===== config.mk =====
export PLATFORM = sky130hd
export DESIGN_NAME = zclock_gen_flat
export DESIGN_NICKNAME = d
export VERILOG_FILES = /design/src/rtl/zclock_gen_pkg.sv /design/src/rtl/zclock_gen_if.sv /design/src/rtl/zclock_gen_wait.sv /design/src/rtl/zclock_gen.sv /design/src/flat_wrapper.sv
export SDC_FILE = /design/constraint.sdc
export NUM_CORES = 1
export LEC_CHECK = 0
export ABC_AREA = 1
export CAP_MARGIN = 15
export CORE_MARGIN = 1
export CORE_UTILIZATION = 48
export CTS_BUF_LIST = sky130_fd_sc_hd__clkbuf_8
export DETAILED_ROUTE_END_ITERATION = 8
export GPL_TIMING_DRIVEN = 0
export PLACE_DENSITY = 0.79
export REMOVE_ABC_BUFFERS = 1
export SKIP_LAST_GASP = 1
export SYNTH_ARGS = -nofsm -noshare
export SYNTH_HDL_FRONTEND = slang
export SYNTH_SLANG_ARGS = --single-unit

===== constraint.sdc =====
create_clock -name clk -period 1.9 [get_ports clk]
set_input_delay 0.19 -clock clk [delete_from_list [all_inputs] [get_ports clk]]
set_output_delay 0.19 -clock clk [all_outputs]
set_load 0.01 [all_outputs]

===== src/rtl/zclock_gen_pkg.sv =====
// zclock_pkg: shared constants and helpers for the Z80 clock generator.
// Contents: speed code constants, default wait-state lengths, half-period helper.
// Used by: zclock_gen, zclock_wait and the bench.
package zclock_pkg;

    // Speed codes at a 28 MHz system clock.
    localparam int SPD_3M5 = 0;
    localparam int SPD_7M  = 1;
    localparam int SPD_14M = 2;

    // Default wait-state lengths, in clk cycles.
    localparam int DOS_WAIT_DEF = 4;
    localparam int IO_WAIT_DEF  = 8;

    // Half-period of the Z80 clock in clk cycles for a given speed code.
    function automatic int half_period(input int spd_max, input int spd);
        return 1 << (spd_max - spd);
    endfunction

endpackage


===== src/rtl/zclock_gen_if.sv =====
// zclock_gen_if: bundles the control inputs and clock/strobe outputs of zclock_gen.
// Ports: spd_req, rfsh_n, iorq_s, external_port, dos_on, vdos_off, cpu_stall, ide_stall,
//        dos_wait, io_wait (to the generator); zclk_out, zpos, zneg, spd_cur, stall (from it).
// Modports: master = surrounding logic driving requests, slave = the clock generator.
interface zclock_gen_if #(
    parameter int SPD_W  = 2,
    parameter int WAIT_W = 4
);
    logic [SPD_W-1:0]  spd_req;
    logic              rfsh_n;
    logic              iorq_s;
    logic              external_port;
    logic              dos_on;
    logic              vdos_off;
    logic              cpu_stall;
    logic              ide_stall;
    logic [WAIT_W-1:0] dos_wait;
    logic [WAIT_W-1:0] io_wait;

    logic              zclk_out;
    logic              zpos;
    logic              zneg;
    logic [SPD_W-1:0]  spd_cur;
    logic              stall;

    modport master (
        output spd_req, rfsh_n, iorq_s, external_port, dos_on, vdos_off,
               cpu_stall, ide_stall, dos_wait, io_wait,
        input  zclk_out, zpos, zneg, spd_cur, stall
    );

    modport slave (
        input  spd_req, rfsh_n, iorq_s, external_port, dos_on, vdos_off,
               cpu_stall, ide_stall, dos_wait, io_wait,
        output zclk_out, zpos, zneg, spd_cur, stall
    );

endinterface


===== src/rtl/zclock_gen_wait.sv =====
// zclock_wait: DOS/IO wait-state counter and combined stall generation.
// Ports: clk, rst_n; start strobes (dos_on, vdos_off, iorq_s+external_port), level stalls
//        (cpu_stall, ide_stall), wait lengths (dos_wait, io_wait), spd_cur in; stall out (combinational).
// A start loads the counter (DOS wins, no accumulation); stall covers the start cycle plus the count.
module zclock_wait
    import zclock_pkg::*;
#(
    parameter int SPD_W      = 2,
    parameter int WAIT_W     = 4,
    parameter int IO_SPD_MIN = 2
) (
    input  logic              clk,
    input  logic              rst_n,
    input  logic              dos_on,
    input  logic              vdos_off,
    input  logic              iorq_s,
    input  logic              external_port,
    input  logic [SPD_W-1:0]  spd_cur,
    input  logic              cpu_stall,
    input  logic              ide_stall,
    input  logic [WAIT_W-1:0] dos_wait,
    input  logic [WAIT_W-1:0] io_wait,
    output logic              stall
);

    logic              dos_start;
    logic              io_start;
    logic [WAIT_W-1:0] wait_q;
    logic [WAIT_W-1:0] wait_d;

    assign dos_start = dos_on | vdos_off;
    // External IO only needs stretching at the fast speeds.
    assign io_start  = iorq_s & external_port & (spd_cur >= SPD_W'(IO_SPD_MIN));

    always_comb begin
        wait_d = wait_q;
        if (dos_start) begin
            wait_d = dos_wait;
        end else if (io_start) begin
            wait_d = io_wait;
        end else if (wait_q != '0) begin
            wait_d = wait_q - 1'b1;
        end
    end

    always_ff @(posedge clk or negedge rst_n) begin
        if (!rst_n) begin
            wait_q <= '0;
        end else begin
            wait_q <= wait_d;
        end
    end

    assign stall = cpu_stall | ide_stall | dos_start | io_start | (wait_q != '0);

endmodule


===== src/rtl/zclock_gen.sv =====
// zclock_gen: parametrised Z80 clock generator from the 28 MHz system clock.
// Ports: clk, rst_n, bus (zclock_gen_if.slave: speed request, RFSH, wait-state sources in;
//        zclk_out, zpos/zneg pre-strobes, spd_cur, stall out).
// Optional (ZCLOCK_STALL_STAT_EN): stall_cnt_clr in, stall_cnt[15:0] out, saturating stall-cycle count.
module zclock_gen
    import zclock_pkg::*;
#(
    parameter int SPD_MAX    = 2,
    parameter int SPD_W      = 2,
    parameter int WAIT_W     = 4,
    parameter int IO_SPD_MIN = 2
) (
    input  logic         clk,
    input  logic         rst_n,
    zclock_gen_if.slave  bus
`ifdef ZCLOCK_STALL_STAT_EN
    ,
    input  logic         stall_cnt_clr,
    output logic [15:0]  stall_cnt
`endif
);

    localparam int PH_W = SPD_MAX + 1;

    logic             rfsh_q;
    logic [SPD_W-1:0] spd_cur_q;
    logic [SPD_W-1:0] spd_clamp;
    logic [PH_W-1:0]  phase_q;
    logic [PH_W-1:0]  phase_d;
    logic [PH_W-1:0]  term;
    logic             pre_edge;
    logic             zpos_q;
    logic             zneg_q;
    logic             zclk_q;
    logic             stall;

    zclock_wait #(
        .SPD_W      (SPD_W),
        .WAIT_W     (WAIT_W),
        .IO_SPD_MIN (IO_SPD_MIN)
    ) u_wait (
        .clk           (clk),
        .rst_n         (rst_n),
        .dos_on        (bus.dos_on),
        .vdos_off      (bus.vdos_off),
        .iorq_s        (bus.iorq_s),
        .external_port (bus.external_port),
        .spd_cur       (spd_cur_q),
        .cpu_stall     (bus.cpu_stall),
        .ide_stall     (bus.ide_stall),
        .dos_wait      (bus.dos_wait),
        .io_wait       (bus.io_wait),
        .stall         (stall)
    );

    assign spd_clamp = (bus.spd_req > SPD_W'(SPD_MAX)) ? SPD_W'(SPD_MAX) : bus.spd_req;
    assign term      = PH_W'(half_period(SPD_MAX, int'(spd_cur_q)) - 1);
    assign pre_edge  = (phase_q == term);

    // ">=" also catches a counter left beyond a terminal that just shrank.
    always_comb begin
        phase_d = phase_q;
        if (!stall) begin
            if (phase_q >= term) begin
                phase_d = '0;
            end else begin
                phase_d = phase_q + 1'b1;
            end
        end
    end

    always_ff @(posedge clk or negedge rst_n) begin
        if (!rst_n) begin
            rfsh_q    <= 1'b1;
            spd_cur_q <= '0;
            phase_q   <= '0;
            zpos_q    <= 1'b0;
            zneg_q    <= 1'b0;
        end else begin
            rfsh_q  <= bus.rfsh_n;
            // Speed only changes on a refresh cycle, so the CPU never sees it mid-access.
            if (rfsh_q && !bus.rfsh_n) begin
                spd_cur_q <= spd_clamp;
            end
            phase_q <= phase_d;
            zpos_q  <= pre_edge & ~stall & zclk_q;
            zneg_q  <= pre_edge & ~stall & ~zclk_q;
        end
    end

    // The clock edge lands half a clk after its strobe, giving arbiters a head start.
    always_ff @(negedge clk or negedge rst_n) begin
        if (!rst_n) begin
            zclk_q <= 1'b0;
        end else if (zpos_q) begin
            zclk_q <= 1'b0;
        end else if (zneg_q) begin
            zclk_q <= 1'b1;
        end
    end

    assign bus.zclk_out = zclk_q;
    assign bus.zpos     = zpos_q;
    assign bus.zneg     = zneg_q;
    assign bus.spd_cur  = spd_cur_q;
    assign bus.stall    = stall;

`ifdef ZCLOCK_STALL_STAT_EN
    logic [15:0] stall_cnt_q;

    always_ff @(posedge clk or negedge rst_n) begin
        if (!rst_n) begin
            stall_cnt_q <= '0;
        end else if (stall_cnt_clr) begin
            stall_cnt_q <= '0;
        end else if (stall && (stall_cnt_q != 16'hFFFF)) begin
            stall_cnt_q <= stall_cnt_q + 16'd1;
        end
    end

    assign stall_cnt = stall_cnt_q;
`endif

endmodule


===== src/flat_wrapper.sv =====
// flat-port wrapper written by rule: the top's interface ports become plain ports
module zclock_gen_flat import zclock_pkg::*;
#(
    parameter int SPD_MAX    = 2,
    parameter int SPD_W      = 2,
    parameter int WAIT_W     = 4,
    parameter int IO_SPD_MIN = 2
)
  (clk, rst_n, bus_spd_req, bus_rfsh_n, bus_iorq_s, bus_external_port, bus_dos_on, bus_vdos_off, bus_cpu_stall, bus_ide_stall, bus_dos_wait, bus_io_wait, bus_zclk_out, bus_zpos, bus_zneg, bus_spd_cur, bus_stall);
  zclock_gen_if #(.SPD_W(SPD_W), .WAIT_W(WAIT_W)) bus_i ();
  input  logic clk;
  input  logic rst_n;
  input wire logic [$bits(bus_i.spd_req)-1:0] bus_spd_req;
  input wire logic [$bits(bus_i.rfsh_n)-1:0] bus_rfsh_n;
  input wire logic [$bits(bus_i.iorq_s)-1:0] bus_iorq_s;
  input wire logic [$bits(bus_i.external_port)-1:0] bus_external_port;
  input wire logic [$bits(bus_i.dos_on)-1:0] bus_dos_on;
  input wire logic [$bits(bus_i.vdos_off)-1:0] bus_vdos_off;
  input wire logic [$bits(bus_i.cpu_stall)-1:0] bus_cpu_stall;
  input wire logic [$bits(bus_i.ide_stall)-1:0] bus_ide_stall;
  input wire logic [$bits(bus_i.dos_wait)-1:0] bus_dos_wait;
  input wire logic [$bits(bus_i.io_wait)-1:0] bus_io_wait;
  output wire logic [$bits(bus_i.zclk_out)-1:0] bus_zclk_out;
  output wire logic [$bits(bus_i.zpos)-1:0] bus_zpos;
  output wire logic [$bits(bus_i.zneg)-1:0] bus_zneg;
  output wire logic [$bits(bus_i.spd_cur)-1:0] bus_spd_cur;
  output wire logic [$bits(bus_i.stall)-1:0] bus_stall;
  assign bus_i.spd_req = bus_spd_req;
  assign bus_i.rfsh_n = bus_rfsh_n;
  assign bus_i.iorq_s = bus_iorq_s;
  assign bus_i.external_port = bus_external_port;
  assign bus_i.dos_on = bus_dos_on;
  assign bus_i.vdos_off = bus_vdos_off;
  assign bus_i.cpu_stall = bus_cpu_stall;
  assign bus_i.ide_stall = bus_ide_stall;
  assign bus_i.dos_wait = bus_dos_wait;
  assign bus_i.io_wait = bus_io_wait;
  assign bus_zclk_out = bus_i.zclk_out;
  assign bus_zpos = bus_i.zpos;
  assign bus_zneg = bus_i.zneg;
  assign bus_spd_cur = bus_i.spd_cur;
  assign bus_stall = bus_i.stall;
  zclock_gen #(.SPD_MAX(SPD_MAX), .SPD_W(SPD_W), .WAIT_W(WAIT_W), .IO_SPD_MIN(IO_SPD_MIN)) u_core (.clk(clk), .rst_n(rst_n), .bus(bus_i));
endmodule

==> results by group <==
Setup path
  – CP endpoint kind: primary output
  – Maximum fanout encountered on the critical timing path: 3
  – CP Cell Sequence: buf_2
  – Kind of critical path: flip-flop to primary output
  – Bufs and invs on worst path: 1
  – Library cell contributing the largest single delay on the critical path: dfrtn_1
  – Data required time of the worst path: 1.71 ns
  – Delay contributed by the slowest stage of the critical path: ~0.42 ns
  – Cell family with the largest share of critical-path delay: flip-flops
  – Startpoint Class: flip-flop
  – Critical path data arrival time: 1.75 ns

Logic synthesis
  – Proportion of register bits with asynchronous set or reset after synthesis: 1.00
  – Synthesized area: between 800 and 900 sq um
  – Primary flip-flop cell chosen by synthesis mapping: dfrtp_1
  – Cell type with the largest total area after synthesis: dfrtp_1
  – Mapped Cells: 110
  – Number of synthesized register bits: 13
  – Area share of the leading cell type in the synthesized netlist: 0.322
  – Syn avg cell area: roughly 7.8 sq um
  – Number of warnings issued by yosys: 0
  – Number of distinct library cells after synthesis: 21
  – Main area contributors after synthesis: dfrtp_1, ha_1, inv_1
  – Sequential element share of the synthesized area: 0.382
  – Top-count cell post-synth: inv_1
  – Commonest cells in the netlist: inv_1, nand2_1, nor2_1
  – Number of flops mapped to enable cells by yosys: 0

Timing
  – Hold slack final: roughly 0.32 ns
  – Setup tns final: -0.0419 ns
  – Count of final hold-check violations: 0
  – Post-route setup slack: -0.0419 ns
  – Max Transition Viols Final: 0
  – Setup violation total in the final timing report: 1
  – Slew of the pin with the lowest slew margin: between 0.5 and 0.6 ns
  – Setup repair after global routing missed its margin: yes
  – Clock Skew: around 0.020 ns
  – Max-slew headroom at the worst pin: 0.615

Pwr
  – Max IR drop VDD: 0.727 mV
  – Power density normalized to cell area: roughly 650 nW/um^2
  – Total Power: 0.000769 W
  – P_leak: 0.629 nW

Die
  – Site Rows: 14
  – Initial Utilization: 0.542
  – Ports: 25
  – X dimension of the die: ~44 um
  – Height of the die: 44.2 um
  – Area enclosed by the die boundary: a little under 2000 sq um
  – Core area: 1580 sq um

Clock tree
  – CTS root buffer: clkbuf_8
  – Number of clock sinks seen by CTS: 13
  – Number of clock buffers inserted by TritonCTS: 3
  – Clk Latency, worst-skew pair: ~0.25 ns
  – Number of buffers inserted for hold repair after clock tree synthesis: 0
  – Clock transition at the register clock pins on the worst setup and hold paths after CTS: roughly 0.060 ns
  – CTS max path bufs: 2
  – TritonCTS clock tree: done
  – H-Tree Depth: 1

Finish
  – Final instance area: around 1200 sq um
  – Fillcell total: around 130
  – Ant diodes: 0
  – Post-layout nets: 171
  – Share of post-route cells with drive strength above 1: 0.120
  – Combined area of the multi-input logic cells: roughly 440 sq um
  – Area added between synthesis and finish: 38.9%
  – Storage element area: 327 sq um

Detailed routing
  – Number of nets with antenna violations after detailed routing: 0
  – Avg Vias per Cell: roughly 4.8
  – Overall routed net length: between 1.5 and 2 mm
  – Average detailed-routed wire length per instance: ~11 um
  – # DRC: 0
  – Detailed-route via count: approximately 760
  – Violation count after the first detailed-routing iteration: 9
  – DR pass1 iterations: 6

Place
  – Standard cell area after detailed placement: ~1100 sq um
  – Number of buffers added on ports: 24
  – Placed wire-length estimate after detailed placement: 1.34 mm
  – Routability congestion estimate from global placement: 0.888

GRT
  – Initial antenna violation count: 0
  – Number of global-route vias before repair: approximately 700
  – Aggregate global-route resource usage: 0.205
  – Maximum number of pins on one net before global-route repair: 14
  – Global-route congestion overflow total: 0
  – Wire length of the first global-routing pass: between 2 and 3 mm

Status
  – Status: finished, violations left
  – Failing checks: setup timing

Hold path
  – Hold/Removal Path Class: input port to async pin

Flow run
  – Count of max-cap constraint violations: 0
registers in the layout, indices dropped and copies added (netlist names):
register / cells
u_core.u_wait.wait_q: 4
u_core.phase_q: 3
u_core.bus.spd_cur: 2
u_core.bus.zclk_out: 1
u_core.bus.zneg: 1
u_core.bus.zpos: 1
u_core.rfsh_q: 1
layout by cell type (no fill, tap or decap), drive strengths merged:
| cell | n |
|---|---|
| clkdlybuf4s50 | 22 |
| xor2 | 1 |
| nand2 | 21 |
| dfrtp | 11 |
| nand3 | 7 |
| buf | 5 |
| nand4 | 2 |
| nand3b | 1 |
| o21ai | 4 |
| xnor2 | 1 |
| nor2 | 20 |
| clkdlybuf4s15 | 1 |
| ha | 9 |
| inv | 24 |
| clkbuf | 3 |
| a21oi | 8 |
| dfstp | 1 |
| dfrtn | 1 |
cells by family (layout without fill, tap and decap cells):
group           count (synthesis)  in the layout  share of synthesized area
buf+inv                        23             55                      0.104
flops                          13             13                      0.382
xor+xnor                        2              2                     0.0205
simple gates                   51             51                      0.291
fa+ha+maj                       9              9                      0.132
compound gates                 12             12                     0.0703
worst paths after layout:
| path | startpoint | end | slack (ns) | cells past startpoint |
|---|---|---|---|---|
| setup / recovery | u_core.bus.zclk_out$_DFFE_NN0P_ | bus_zclk_out | -0.04 | 1 |
| hold / removal | rst_n | u_core.bus.spd_cur[0]$_DFFE_PN0P_ | 0.32 | 1 |
| setup reg to reg | u_core.bus.zclk_out$_DFFE_NN0P_ | u_core.bus.zneg$_DFF_PN0_ | 0.26 | 2 |
| hold reg to reg | u_core.phase_q[0]$_DFFE_PN0N_ | u_core.phase_q[0]$_DFFE_PN0N_ | 0.52 | 2 |
| max in group asynchronous | rst_n | u_core.bus.zclk_out$_DFFE_NN0P_ | 0.35 | 1 |
| min in group clk | bus_rfsh_n | u_core.rfsh_q$_DFF_PN1_ | 0.38 | 1 |
area by class of cell:
cell class | instances | area share
Clock buffer | 3 | 0.0348
Clock inverter | 1 | 0.00316
Inverter | 23 | 0.0748
Multi-Input combinational cell | 74 | 0.372
Sequential cell | 13 | 0.275
Tap cell | 16 | 0.0169
Timing Repair Buffer | 28 | 0.223
power by group:
group	switching, W	internal, W
Combinational	0.000107	0.000106
Clock	0.0000943	0.000142
Sequential	0.0000194	0.000300
Total	0.000221	0.000548
per-layer routing:
metal / track usage / vias up / part of all wire
met5: 0 / - / 0
met3: 0.0367 / 2 / 0.051
met2: 0.368 / 23 / 0.51
met1: 0.245 / 336 / 0.43
li1: - / 403 / -
met4: 0.0727 / 0 / 0.0081
metrics by stage:
| step | setup slack [ns] | cells | utilization |
|---|---|---|---|
| final | -0.0419 | 158 | 0.753 |
| after floorplan | 0.259 | 110 | - |
| after detailed placement | -0.214 | 150 | 0.707 |
| after CTS | -0.181 | 155 | 0.742 |
| after global placement | -0.219 | 150 | 0.707 |
| after global routing | -0.0744 | 158 | 0.753 |
what timing repair did:
| item | 4_1_cts | 5_1_grt |
|---|---|---|
| pin swaps | 1 | 1 |
| buffers inserted | 1 | 3 |
| endpoints found under the hold margin | 0 | 0 |
| endpoints found under the setup margin | 2 | 2 |
| resized for setup | 5 | 2 |
| gates cloned | 0 | 0 |
Note: power is estimated with default switching activity, not from simulation.
